===== src/rtl/dbg_port_arbiter.sv =====
// Two-master round-robin arbiter for the debug-controller register port; sequences setup, req/ack command and read capture.
// Optional CMD ack timeout is compiled in with `define DBG_ARB_TIMEOUT_EN (TIMEOUT_CYCLES sets the limit).
module dbg_port_arbiter #(
    parameter int unsigned TIMEOUT_CYCLES = 256
) (
    input  logic        clk,
    input  logic        rst_n,
    input  logic [1:0]  m_valid,
    input  logic [1:0]  m_rnw,
    input  logic [3:0]  m_addr,
    input  logic [63:0] m_wdata,
    output logic [1:0]  m_gnt,
    output logic [1:0]  m_done,
    output logic [31:0] m_rdata,
    output logic        m_err,
    output logic [1:0]  addr,
    output logic [31:0] write_data,
    input  logic [31:0] read_data,
    output logic        wr_en,
    output logic        req,
    input  logic        ack
);

    typedef enum logic [4:0] {
        S_IDLE  = 5'b00001,
        S_SETUP = 5'b00010,
        S_CMD   = 5'b00100,
        S_READ  = 5'b01000,
        S_DONE  = 5'b10000
    } state_t;

    state_t      r_state;
    logic        r_last;
    logic        r_own;
    logic        r_rnw;
    logic [1:0]  r_gnt;
    logic [1:0]  r_done;
    logic [31:0] r_rdata;
    logic        r_err;
    logic [1:0]  r_addr;
    logic [31:0] r_wdata;
    logic        r_wr_en;

    logic        w_win;
    logic        w_win_rnw;
    logic [1:0]  w_win_addr;
    logic [31:0] w_win_wdata;
    logic [1:0]  w_own_oh;
    logic        w_tmo;

    // On a tie the master that did not own the last transaction wins.
    assign w_win       = (&m_valid) ? ~r_last : m_valid[1];
    assign w_win_rnw   = w_win ? m_rnw[1]        : m_rnw[0];
    assign w_win_addr  = w_win ? m_addr[3:2]     : m_addr[1:0];
    assign w_win_wdata = w_win ? m_wdata[63:32]  : m_wdata[31:0];
    assign w_own_oh    = {r_own, ~r_own};

`ifdef DBG_ARB_TIMEOUT_EN
    logic [15:0] r_cnt;

    always_ff @(posedge clk or negedge rst_n) begin
        if (!rst_n) begin
            r_cnt <= 16'd0;
        end else if (r_state == S_SETUP) begin
            r_cnt <= 16'd0;
        end else if (r_state == S_CMD && !ack) begin
            r_cnt <= r_cnt + 16'd1;
        end
    end

    // Fires on the last allowed ack-low CMD cycle, so the count reaches the limit as CMD exits.
    assign w_tmo = !ack && (r_cnt == 16'(TIMEOUT_CYCLES - 1));
`else
    // No timeout in this build: constant 0 across the legal TIMEOUT_CYCLES range.
    assign w_tmo = (TIMEOUT_CYCLES < 2);
`endif

    always_ff @(posedge clk or negedge rst_n) begin
        if (!rst_n) begin
            r_state <= S_IDLE;
            r_last  <= 1'b1;
            r_own   <= 1'b0;
            r_rnw   <= 1'b0;
            r_gnt   <= 2'b00;
            r_done  <= 2'b00;
            r_rdata <= 32'd0;
            r_err   <= 1'b0;
            r_addr  <= 2'd0;
            r_wdata <= 32'd0;
            r_wr_en <= 1'b0;
        end else begin
            case (r_state)
                S_IDLE: begin
                    // A stale ack from a timed-out command must fall before a new accept.
                    if (|m_valid && !ack) begin
                        r_own   <= w_win;
                        r_rnw   <= w_win_rnw;
                        r_addr  <= w_win_addr;
                        r_wdata <= w_win_wdata;
                        r_wr_en <= ~w_win_rnw;
                        r_gnt   <= {w_win, ~w_win};
                        r_state <= S_SETUP;
                    end
                end
                S_SETUP: begin
                    r_wr_en <= 1'b0;
                    if (r_rnw) begin
                        r_state <= S_READ;
                    end else if (r_addr == 2'd0) begin
                        r_state <= S_CMD;
                    end else begin
                        r_done  <= w_own_oh;
                        r_state <= S_DONE;
                    end
                end
                S_CMD: begin
                    if (ack) begin
                        r_done  <= w_own_oh;
                        r_state <= S_DONE;
                    end else if (w_tmo) begin
                        r_done  <= w_own_oh;
                        r_err   <= 1'b1;
                        r_state <= S_DONE;
                    end
                end
                S_READ: begin
                    r_rdata <= read_data;
                    r_done  <= w_own_oh;
                    r_state <= S_DONE;
                end
                S_DONE: begin
                    r_done  <= 2'b00;
                    r_err   <= 1'b0;
                    r_gnt   <= 2'b00;
                    r_last  <= r_own;
                    r_state <= S_IDLE;
                end
                default: begin
                    r_state <= S_IDLE;
                end
            endcase
        end
    end

    assign req        = (r_state == S_CMD) && !ack;
    assign m_gnt      = r_gnt;
    assign m_done     = r_done;
    assign m_rdata    = r_rdata;
    assign m_err      = r_err;
    assign addr       = r_addr;
    assign write_data = r_wdata;
    assign wr_en      = r_wr_en;

endmodule


===== config.mk =====
export PLATFORM = sky130hd
export DESIGN_NAME = dbg_port_arbiter
export DESIGN_NICKNAME = d
export VERILOG_FILES = /design/src/rtl/dbg_port_arbiter.sv
export SDC_FILE = /design/constraint.sdc
export NUM_CORES = 1
export LEC_CHECK = 0
export ABC_CLOCK_PERIOD_IN_PS = 2400
export BUFFER_PORTS_ARGS = -buffer_cell sky130_fd_sc_hd__buf_2
export CORE_UTILIZATION = 41
export DETAILED_ROUTE_END_ITERATION = 8
export HOLD_SLACK_MARGIN = 0.02
export PLACE_DENSITY = 0.74
export RECOVER_POWER = 50
export SETUP_SLACK_MARGIN = 0.15
export SYNTH_ARGS = -nofsm -noshare
export SYNTH_HDL_FRONTEND = slang
export SYNTH_SLANG_ARGS = --single-unit

===== constraint.sdc =====
create_clock -name clk -period 2.4 [get_ports clk]
set_input_delay 0.12 -clock clk [delete_from_list [all_inputs] [get_ports clk]]
set_output_delay 0.12 -clock clk [all_outputs]
set_load 0.05 [all_outputs]

==> results of run 1 <==
-- logic make-up (layout without fill, tap and decap cells) --
kind of cell              count (synthesis)  count (layout)  synth area share
AOI/OAI and AO/OA                        48              48            0.0799
xor gates and xnor gates                  2               2           0.00485
DFF                                      79              79             0.547
other                                     1               1           0.00104
muxes                                    69              69             0.235
buffers and inverters                    22             235            0.0401
and+or+nand+nor                          65              65            0.0920
-- what timing repair did --
item,in CTS,in global routing
hold buffers,33,0
endpoints found under the setup margin,0,0
buffers inserted,0,0
endpoints found under the hold margin,109,0
resized for setup,0,0
-- tightest hold or removal path, delay by kind of cell --
kind	cells	cell delay (ns)
buffers and inverters	1	0.07
AOI/OAI and AO/OA	1	0.12
muxes	1	0.05
-- worst max path at each step --
stage	to	startpoint	cells after the start
floorplan	m_done[0]	r_state[2]	4
global placement	m_rdata[1]	r_state[0]	4
detailed placement	m_rdata[0]	r_state[0]	4
CTS	m_rdata[0]	r_state[0]	4
global route	write_data[22]	r_state[4]	5
finish	m_done[0]	r_state[3]	4
-- metal layers --
| layer | vias to the layer above | wire (um) |
|---|---|---|
| met3 | 11 | 713 |
| met4 | 0 | 121 |
| met1 | 1307 | 3680 |
| met5 | - | 0 |
| met2 | 138 | 4090 |
| li1 | 1400 | - |
-- flip-flops by register name, summed over array words and instances, names as in the netlist --
signal and count:
wr_en 1, m_gnt 2, r_state 5, r_last 1
r_rnw 1, m_done 2, write_data 32, m_rdata 32
addr 2, r_own 1
-- power groups by stage --
stage	logic [uW]	registers, uW	clock network [uW]
after global routing	4180	2480	939
after floorplan	1090	4390	0
final	3910	2400	852
after CTS	4100	2360	886
after detailed placement	4060	2370	0
after global placement	4000	2350	0
-- final cells by class --
type | instances | share of cell area
Clock inverter | 5 | 0.00706
Timing Repair Buffer | 215 | 0.237
Inverter | 4 | 0.00303
Multi-Input combinational cell | 185 | 0.300
Tap cell | 105 | 0.0265
Sequential cell | 79 | 0.399
Clock buffer | 11 | 0.0265
-- synth_stat cells --
library cell               count  area, um^2
sky130_fd_sc_hd__o41ai_1       1        8.76
sky130_fd_sc_hd__nand3_1       2        10.0
sky130_fd_sc_hd__o21ai_0      34         170
sky130_fd_sc_hd__and3_1        2        12.5
sky130_fd_sc_hd__nand3b_1      2        15.0
sky130_fd_sc_hd__buf_4         6        45.0
sky130_fd_sc_hd__o21a_1        2        15.0
sky130_fd_sc_hd__a21oi_1       3        15.0
sky130_fd_sc_hd__buf_6         5        56.3
sky130_fd_sc_hd__mux2_4       31         465
sky130_fd_sc_hd__inv_1         4        15.0
sky130_fd_sc_hd__nand4_2       1        12.5
sky130_fd_sc_hd__clkbuf_1      5        18.8
sky130_fd_sc_hd__nor2_2        1        6.26
sky130_fd_sc_hd__and2_1        2        12.5
sky130_fd_sc_hd__nor2_1        4        15.0
sky130_fd_sc_hd__o221ai_2      1        15.0
sky130_fd_sc_hd__buf_2         2        10.0
sky130_fd_sc_hd__dfstp_2       2        52.6
sky130_fd_sc_hd__a211oi_2      1        12.5
sky130_fd_sc_hd__o21ba_2       1        10.0
sky130_fd_sc_hd__nor3b_1       1        7.51
sky130_fd_sc_hd__a21boi_0      1        7.51
sky130_fd_sc_hd__mux2i_1      36         360
sky130_fd_sc_hd__dfrtp_1      77        1930
sky130_fd_sc_hd__nor3_4        2        32.5
sky130_fd_sc_hd__mux2_2        2        22.5
sky130_fd_sc_hd__xor2_1        1        8.76
sky130_fd_sc_hd__o211a_1       2        20.0
sky130_fd_sc_hd__and3b_1       1        8.76
sky130_fd_sc_hd__xnor2_1       1        8.76
sky130_fd_sc_hd__conb_1        1        3.75
sky130_fd_sc_hd__and3b_2       1        10.0
sky130_fd_sc_hd__o21bai_1      1        7.51
sky130_fd_sc_hd__nor3_1        1        5.00
sky130_fd_sc_hd__nand2_1      44         165
sky130_fd_sc_hd__nand3b_4      1        20.0
sky130_fd_sc_hd__o31ai_1       1        7.51
-- cell usage in the layout, fill, tap and decap left out, drive strengths merged, types with 4 or more instances in the layout --
cell	n
buf	111
clkbuf	82
clkinv	4
dfrtp	77
dlygate4sd3	33
inv	4
mux2	33
mux2i	36
nand2	44
nor2	5
o21ai	34
-- stage by stage --
step | instances | setup slack (ns)
6_report | 604 | 0.586
3_3_place_gp | 555 | 0.685
5_1_grt | 604 | 0.447
3_5_place_dp | 555 | 0.648
2_1_floorplan | 286 | 0.909
4_1_cts | 604 | 0.629
==> run summary, run 1 <==
The run finished with clean final reports. Counting every instance in the synthesized netlist gives 286. In this run the number of H-tree levels came out at 3. The switching power summed over all nets was 3820 uW. The switching portion of total power was 0.533; the final-report hold violation count was 0. In this run the critical register-to-register path is captured at m_done[0].

The met2 capacity usage during global routing was 0.329; the area added between synthesis and finish was 37.2%. The number of cells on the worst hold path was 3; the core box area was 8380 um^2. The half-perimeter wire length of the detailed placement result is 5.74 mm.

No sink is reached through more buffers than the 2 on the longest clock path. Power comes to 7160 uW. Count of nets after finishing: 601. The run gives 180 as the I/O pin count.

Broken down by cell family, the worst path's largest delay share belongs to simple AND/OR/NAND/NOR gates. Setup repair after global routing left no endpoint under its margin. In this design, the stage delay of the slowest critical-path cell is 0.48 ns. STA puts the critical path data required time at 2.62 ns.

The multi-input combinational cells in the finished layout cover a total of 1490 um^2. The core occupancy in the finished layout is 0.592, and the cell area after placement is 4560 um^2. For the portion of total power attributed to sequential cells, the log shows 0.335. The count of fill cells added during filler insertion is 714, and the fmax is 0.551 GHz.

In the routed layout, each cell is associated on average with a via count of 4.73. After floorplanning, the core was divided into 33 placement rows. Walking the worst path, the cells encountered are nor3_1, nand3b_1, o221ai_2, mux2_4.

The detailed router's first-iteration violation count was 60. The proportion of layout cells with a drive suffix above 1 works out to 0.337. The cell at the slowest stage of the critical path is sky130_fd_sc_hd__dfrtp_1. The path type of the worst setup path is register to register.

The number of buffers and inverters on the critical path is 0. Number of synthesis warnings: 0. The clock net in this run drives a total of 79 sinks.

Dividing total power by cell area gives a power density of 1440 nW/um^2. For hold timing, the worst endpoint is write_data[8]. The final cycle utilization of the critical path came out at 0.756. Class of the worst hold path: primary input to register.

Between clock sinks in the finished design, the worst skew comes to 0.00874 ns. The pre-antenna-repair detailed-routing pass consisted of 4 iterations. The total of buffers placed on input and output ports is 178, and the data arrival time of the worst path is 2.04 ns. The tools report the met1 track demand over resource as 0.224. Worst reg2reg path startpoint: r_state[3]. The initial cell density of the core was 0.431. After synthesis the netlist holds a flip-flop and latch count of 79.

Measured along the x axis, the die boundary spans 95.9 um. The first global-routing pass estimated 13.2 mm of wire. The logs give 0 for the residual overflow from global routing and 0.190 for the global routing usage summed across all routing layers. The worst path needs 1.81 ns of the cycle, external delays included.

The number of max-cap violations is 0, and the later-pin clock latency in the skew report is 0.34 ns. The normalized max-slew margin was 0.354. The global-route track usage on met3 was 0.0513. Hold is met by 0.0590 ns.

Total DRC errors in the routed layout: 0. The worst setup path is captured at a register. The worst register-to-register path has a setup slack of 0.59 ns. Measured along the y axis, the die boundary spans 95.9 um. The logs give 2,846 for the number of global-route vias before repair and 0.546 for the logic gate share of total power. The highest fanout seen on the critical path is 7, and the area of the mapped netlist is 3620 um^2.

The layer with the highest usage is met2. The total wirelength of the detailed-routed design came out at 8.61 mm. The clock root buffer was sky130_fd_sc_hd__clkbuf_8. The tools report the startpoint type of the worst setup path as a register.

The max-slew violation count came out at 0. The CTS buffer count was 9. The number of nets with antenna violations after routing was 0; the total leakage power was 0.00255 uW. The floorplan step defined a die boundary enclosing 9200 um^2. The number of setup violations in the final report came out at 0. For the count of distinct cell types in the synthesized netlist, the log shows 38. TritonCTS built the clock tree. For the number of vias after detailed routing, the log shows 2,856. After clock tree synthesis, the clock-pin slew on the worst setup and hold paths is 0.08 ns.

After detailed routing, the average wire length per cell comes to 14.3 um. Diode insertion count for antenna repair: 0. The initial antenna violation count is 0. The maximum vdd drop was 761 uV.

Measured in cells, the most critical reg-to-reg path has a length of 4. The maximum number of pins on one net before global-route repair was 80; the number of nets produced by synthesis was 393. Setup total negative slack: 0 ns. The startpoint identified for the worst hold timing path is m_wdata[8].

The internal portion of the total power is 3340 uW. For the final weighted congestion in routability-driven placement, the log shows 0.794. Sequential fraction of the synthesis area: 0.547.

The clock network fraction of total power came out at 0.119. After routing the design area is 4960 um^2. The mean area per synthesized cell came out at 12.6 um^2. At the pin with the least slew margin, the transition time is 0.969 ns.

The flip-flop and latch area was 1980 um^2.
Power figures use the tool's default switching activity.
==> run 2: changes to the inputs <==
--- a/config.mk
+++ b/config.mk
@@ -5,12 +5,13 @@
 export SDC_FILE = /design/constraint.sdc
 export NUM_CORES = 1
 export LEC_CHECK = 0
-export ABC_CLOCK_PERIOD_IN_PS = 2400
+export ABC_AREA = 1
+export ABC_CLOCK_PERIOD_IN_PS = 1500
 export BUFFER_PORTS_ARGS = -buffer_cell sky130_fd_sc_hd__buf_2
 export CORE_UTILIZATION = 41
 export DETAILED_ROUTE_END_ITERATION = 8
 export HOLD_SLACK_MARGIN = 0.02
-export PLACE_DENSITY = 0.74
+export PLACE_DENSITY = 0.77
 export RECOVER_POWER = 50
 export SETUP_SLACK_MARGIN = 0.15
 export SYNTH_ARGS = -nofsm -noshare
==> constraint.sdc (replaced) <==
create_clock -name clk -period 1.5 [get_ports clk]
set_input_delay 0.075 -clock clk [delete_from_list [all_inputs] [get_ports clk]]
set_output_delay 0.075 -clock clk [all_outputs]
set_load 0.05 [all_outputs]
==> run 2 against run 1 <==
Sequential cell count did not move. Sequential power rose by 53%. Maximum frequency rose by 26%. Critical path type unchanged. Final area rose by 12%. Via count rose by 24%. Die area fell by 0.38%.
==> run summary, run 2 <==
Delay of the slowest critical-path stage: 0.57 ns (+0.09 ns). The share of synthesized flip-flops with an asynchronous set or reset was 1.00 (unchanged); the number of max-cap violations was 0 (unchanged). The number of synthesis warnings came out at 0 (unchanged).

The initial antenna violation count was 0 (unchanged); the total of buffers placed on input and output ports was 178 (unchanged). Class of the worst hold path: primary input to register. The later-pin clock latency in the skew report is 0.34 ns (about the same). After synthesis, the cell types taking the most area are sky130_fd_sc_hd__dfrtp_1 53%, sky130_fd_sc_hd__nand2_1 24%, sky130_fd_sc_hd__mux2_2 10%.

The run gives 14.9 mm (+13%) as the global-route wire length before repair. The startpoint type of the worst setup path was a register. Sequential fraction of the synthesis area: 0.549 (+0.00209). The initial cell density of the core is 0.432 (+0.000486).

Core box area: 8340 um^2 (-0.49%). The logs give 0.214 (+0.0240) for the global routing usage summed across all routing layers and 79 (unchanged) for the count of clock tree sinks. The diode insertion count for antenna repair was 0 (unchanged); the maximum vdd drop was 1300 uV (+71%). The tools report the half-perimeter wire length of the detailed placement result as 6.30 mm (+9.8%). The height of the chip is 95.7 um (-0.19%), and the proportion of layout cells with a drive suffix above 1 is 0.378 (+0.0411). The final weighted congestion in routability-driven placement was 0.852 (+7.4%). The total wirelength of the detailed-routed design came out at 9.64 mm (+12%). STA classifies the critical path endpoint as a register. Maximum number of pins on one net before global-route repair: 41 (-49%).

The run gives 3600 um^2 (-0.38%) as the area of the mapped netlist. In the layout the commonest cells are 224 x sky130_fd_sc_hd__nand2_1, 159 x sky130_fd_sc_hd__buf_2, 77 x sky130_fd_sc_hd__dfrtp_1. The logs give 9 (unchanged) for the CTS buffer count and 521 (+33%) for the number of nets produced by synthesis. The tools report the post-synthesis instance total as 414 (+45%).

The post-layout instance count excluding filler cells is 772 (+28%). The final-report hold violation count came out at 0 (unchanged). The max-slew violation count is 0 (unchanged). The transition time at the pin with the least slew margin came out at 0.623 ns (-0.347 ns). The count of nets after finishing was 769 (+28%). The data arrival time of the worst path was 1.68 ns (-0.36 ns). The run gives 0.05 ns (-0.53 ns) as the internal reg-to-reg setup slack. The logs give 2 (unchanged) for the maximum root-to-sink buffer count and 0 ns (unchanged) for the setup total negative slack. The logs give 690 (+24%) for the instance count after placement with tap cells included and 0 (unchanged) for the total DRC errors in the routed layout. The detailed router's first-iteration violation count is 89 (+48%). Most instantiated flip-flop cell in the synthesis netlist: sky130_fd_sc_hd__dfrtp_1. For the overall die area, the log shows 9160 um^2 (-0.38%).

The clock transition at the registers of the reported paths is 0.09 ns (about the same). The count of state elements after synthesis was 79 (unchanged). Traced cell by cell, the critical path runs through buf_4, nand3_4, nor2_4, buf_12, buf_12, inv_16, nand2_1, nand2_1. The tools report the number of standard-cell rows in the floorplan as 33 (unchanged).

The number of global-route vias before repair was 3,374 (+19%); the total power divided by cell area was 2160 nW/um^2 (+49%). Relative to the synthesized area, the layout overhead comes to 54.8%. The clock root buffer was sky130_fd_sc_hd__clkbuf_8. Shortest period the worst path allows: 1.45 ns (-0.369 ns). The highest fanout seen on the critical path works out to 32 (+25). Of all cell types, the one taking the most synthesized area is sky130_fd_sc_hd__dfrtp_1.

The number of levels in the clock H-tree was 3 (unchanged); the number of vias after detailed routing was 3,542 (+24%). The area share of the leading cell type in the synthesized netlist came out at 0.535 (+0.00204). The run gives 19 (-50%) as the count of distinct cell types in the synthesized netlist. The worst setup path is of the register to register kind.

In the post-synthesis netlist, the cell with the most instances is sky130_fd_sc_hd__nand2_1. The number of synthesized flops with an enable pin is 0 (unchanged), and the final worst setup slack is 0.0543 ns (-0.531 ns). The routed via count divided by cell count is 4.59 (-3.0%). The tools report the normalized max-slew margin as 0.587 (+0.233). The number of nets with antenna violations after routing came out at 0 (unchanged). The library cell used most frequently in the layout, excluding fill and tap cells, is sky130_fd_sc_hd__nand2_1. Mean area per synthesized cell: 8.70 um^2 (-31%).

For the required arrival time at the worst endpoint, the log shows 1.73 ns (-0.89 ns). The final worst clock skew came out at 0.0173 ns (+0.00852 ns). The routed length per placed instance was 12.5 um (-12%). Number of setup violations in the final report: 0 (unchanged). Setup repair after global routing could not meet its margin everywhere. The total power is 12,000 uW (+68%).

TritonCTS built the clock tree. The flow ran to the end, and the final reports show no timing, DRC or antenna violations. Ranked by instance count, the synthesized netlist is headed by 234 x sky130_fd_sc_hd__nand2_1, 77 x sky130_fd_sc_hd__dfrtp_1, 32 x sky130_fd_sc_hd__mux2_2. The detailed-routing iteration count for the pre-antenna-repair pass was 4 (unchanged). The I/O pin count was 180 (unchanged). The final cycle utilization of the critical path was 0.964 (+0.208); the residual overflow from global routing was 0 (unchanged). Pre-CTS setup slack: 0.0211 ns (-0.627 ns). For this design, the slowest cell found on the critical path is sky130_fd_sc_hd__dfstp_2. The total leakage power was 0.00307 uW (+20%); the die boundary width was 95.7 um (-0.19%). The tools report the fmax as 0.692 GHz (+26%).
run 2: area by class of cell:
cell class,count,area [um^2]
Sequential cell,79,1980
Clock buffer,10,128
Timing Repair Buffer,254,1690
Clock inverter,6,85.1
Fill cell,687,2770
Inverter,18,86.3
Tap cell,105,131
Multi-Input combinational cell,300,1470
run 2: worst max-delay path, delay by kind of cell, from the launching register on:
kind	cells	cell delay, ns
buffers and inverters	4	0.45
flip-flops	1	0.57
AND/OR/NAND/NOR	4	0.33
run 2: cells by family (layout without fill, tap and decap cells):
kind of cell | count (synthesis) | in the layout | share of synthesized area
AND/OR/NAND/NOR | 259 | 259 | 0.282
flip-flops | 79 | 79 | 0.549
buffers and inverters | 35 | 288 | 0.0556
multiplexers | 32 | 32 | 0.100
AO/OA/AOI/OAI | 8 | 8 | 0.0118
other | 1 | 1 | 0.00104
run 2: worst paths after layout:
path                             start             end  cells after the start
min reg2reg                      r_rnw      r_state[2]                      1
max reg2reg                 r_state[0]   write_data[2]                      8
max                         r_state[0]   write_data[2]                      8
max in group asynchronous        rst_n      m_rdata[5]                      3
min                        m_wdata[22]  write_data[22]                      5
min in group asynchronous        rst_n  write_data[29]                      2
run 2: timing repair:
item,in CTS,in global routing
gates resized for setup,14,19
pin swaps,2,5
hold endpoints to repair,129,0
cloned,1,2
hold buffers,56,0
setup buffers,5,2
endpoints found under the setup margin,71,77
run 2: metal layers:
metal,track usage,vias to the layer above,part of all wire
met5,0,-,0
met2,0.389,176,0.50
met1,0.245,1582,0.41
met4,0.0871,0,0.015
met3,0.0419,15,0.075
li1,-,1769,-
run 2: power breakdown:
part | switching [uW] | total [uW] | internal (uW) | leakage [uW]
sequential | 539 | 3670 | 3140 | 0.000962
combinational | 4890 | 6680 | 1790 | 0.00201
clock | 739 | 1670 | 932 | 0.000102
run 2: through the flow:
step | cell area (um^2) | util | hold WS [ns]
after floorplan | 3600 | - | -0.221
after global placement | 4610 | 0.552 | -0.0130
after detailed placement | 4610 | 0.552 | -0.0106
after CTS | 5480 | 0.657 | 0.0201
after global routing | 5580 | 0.668 | 0.0487
final | 5580 | 0.668 | 0.0311
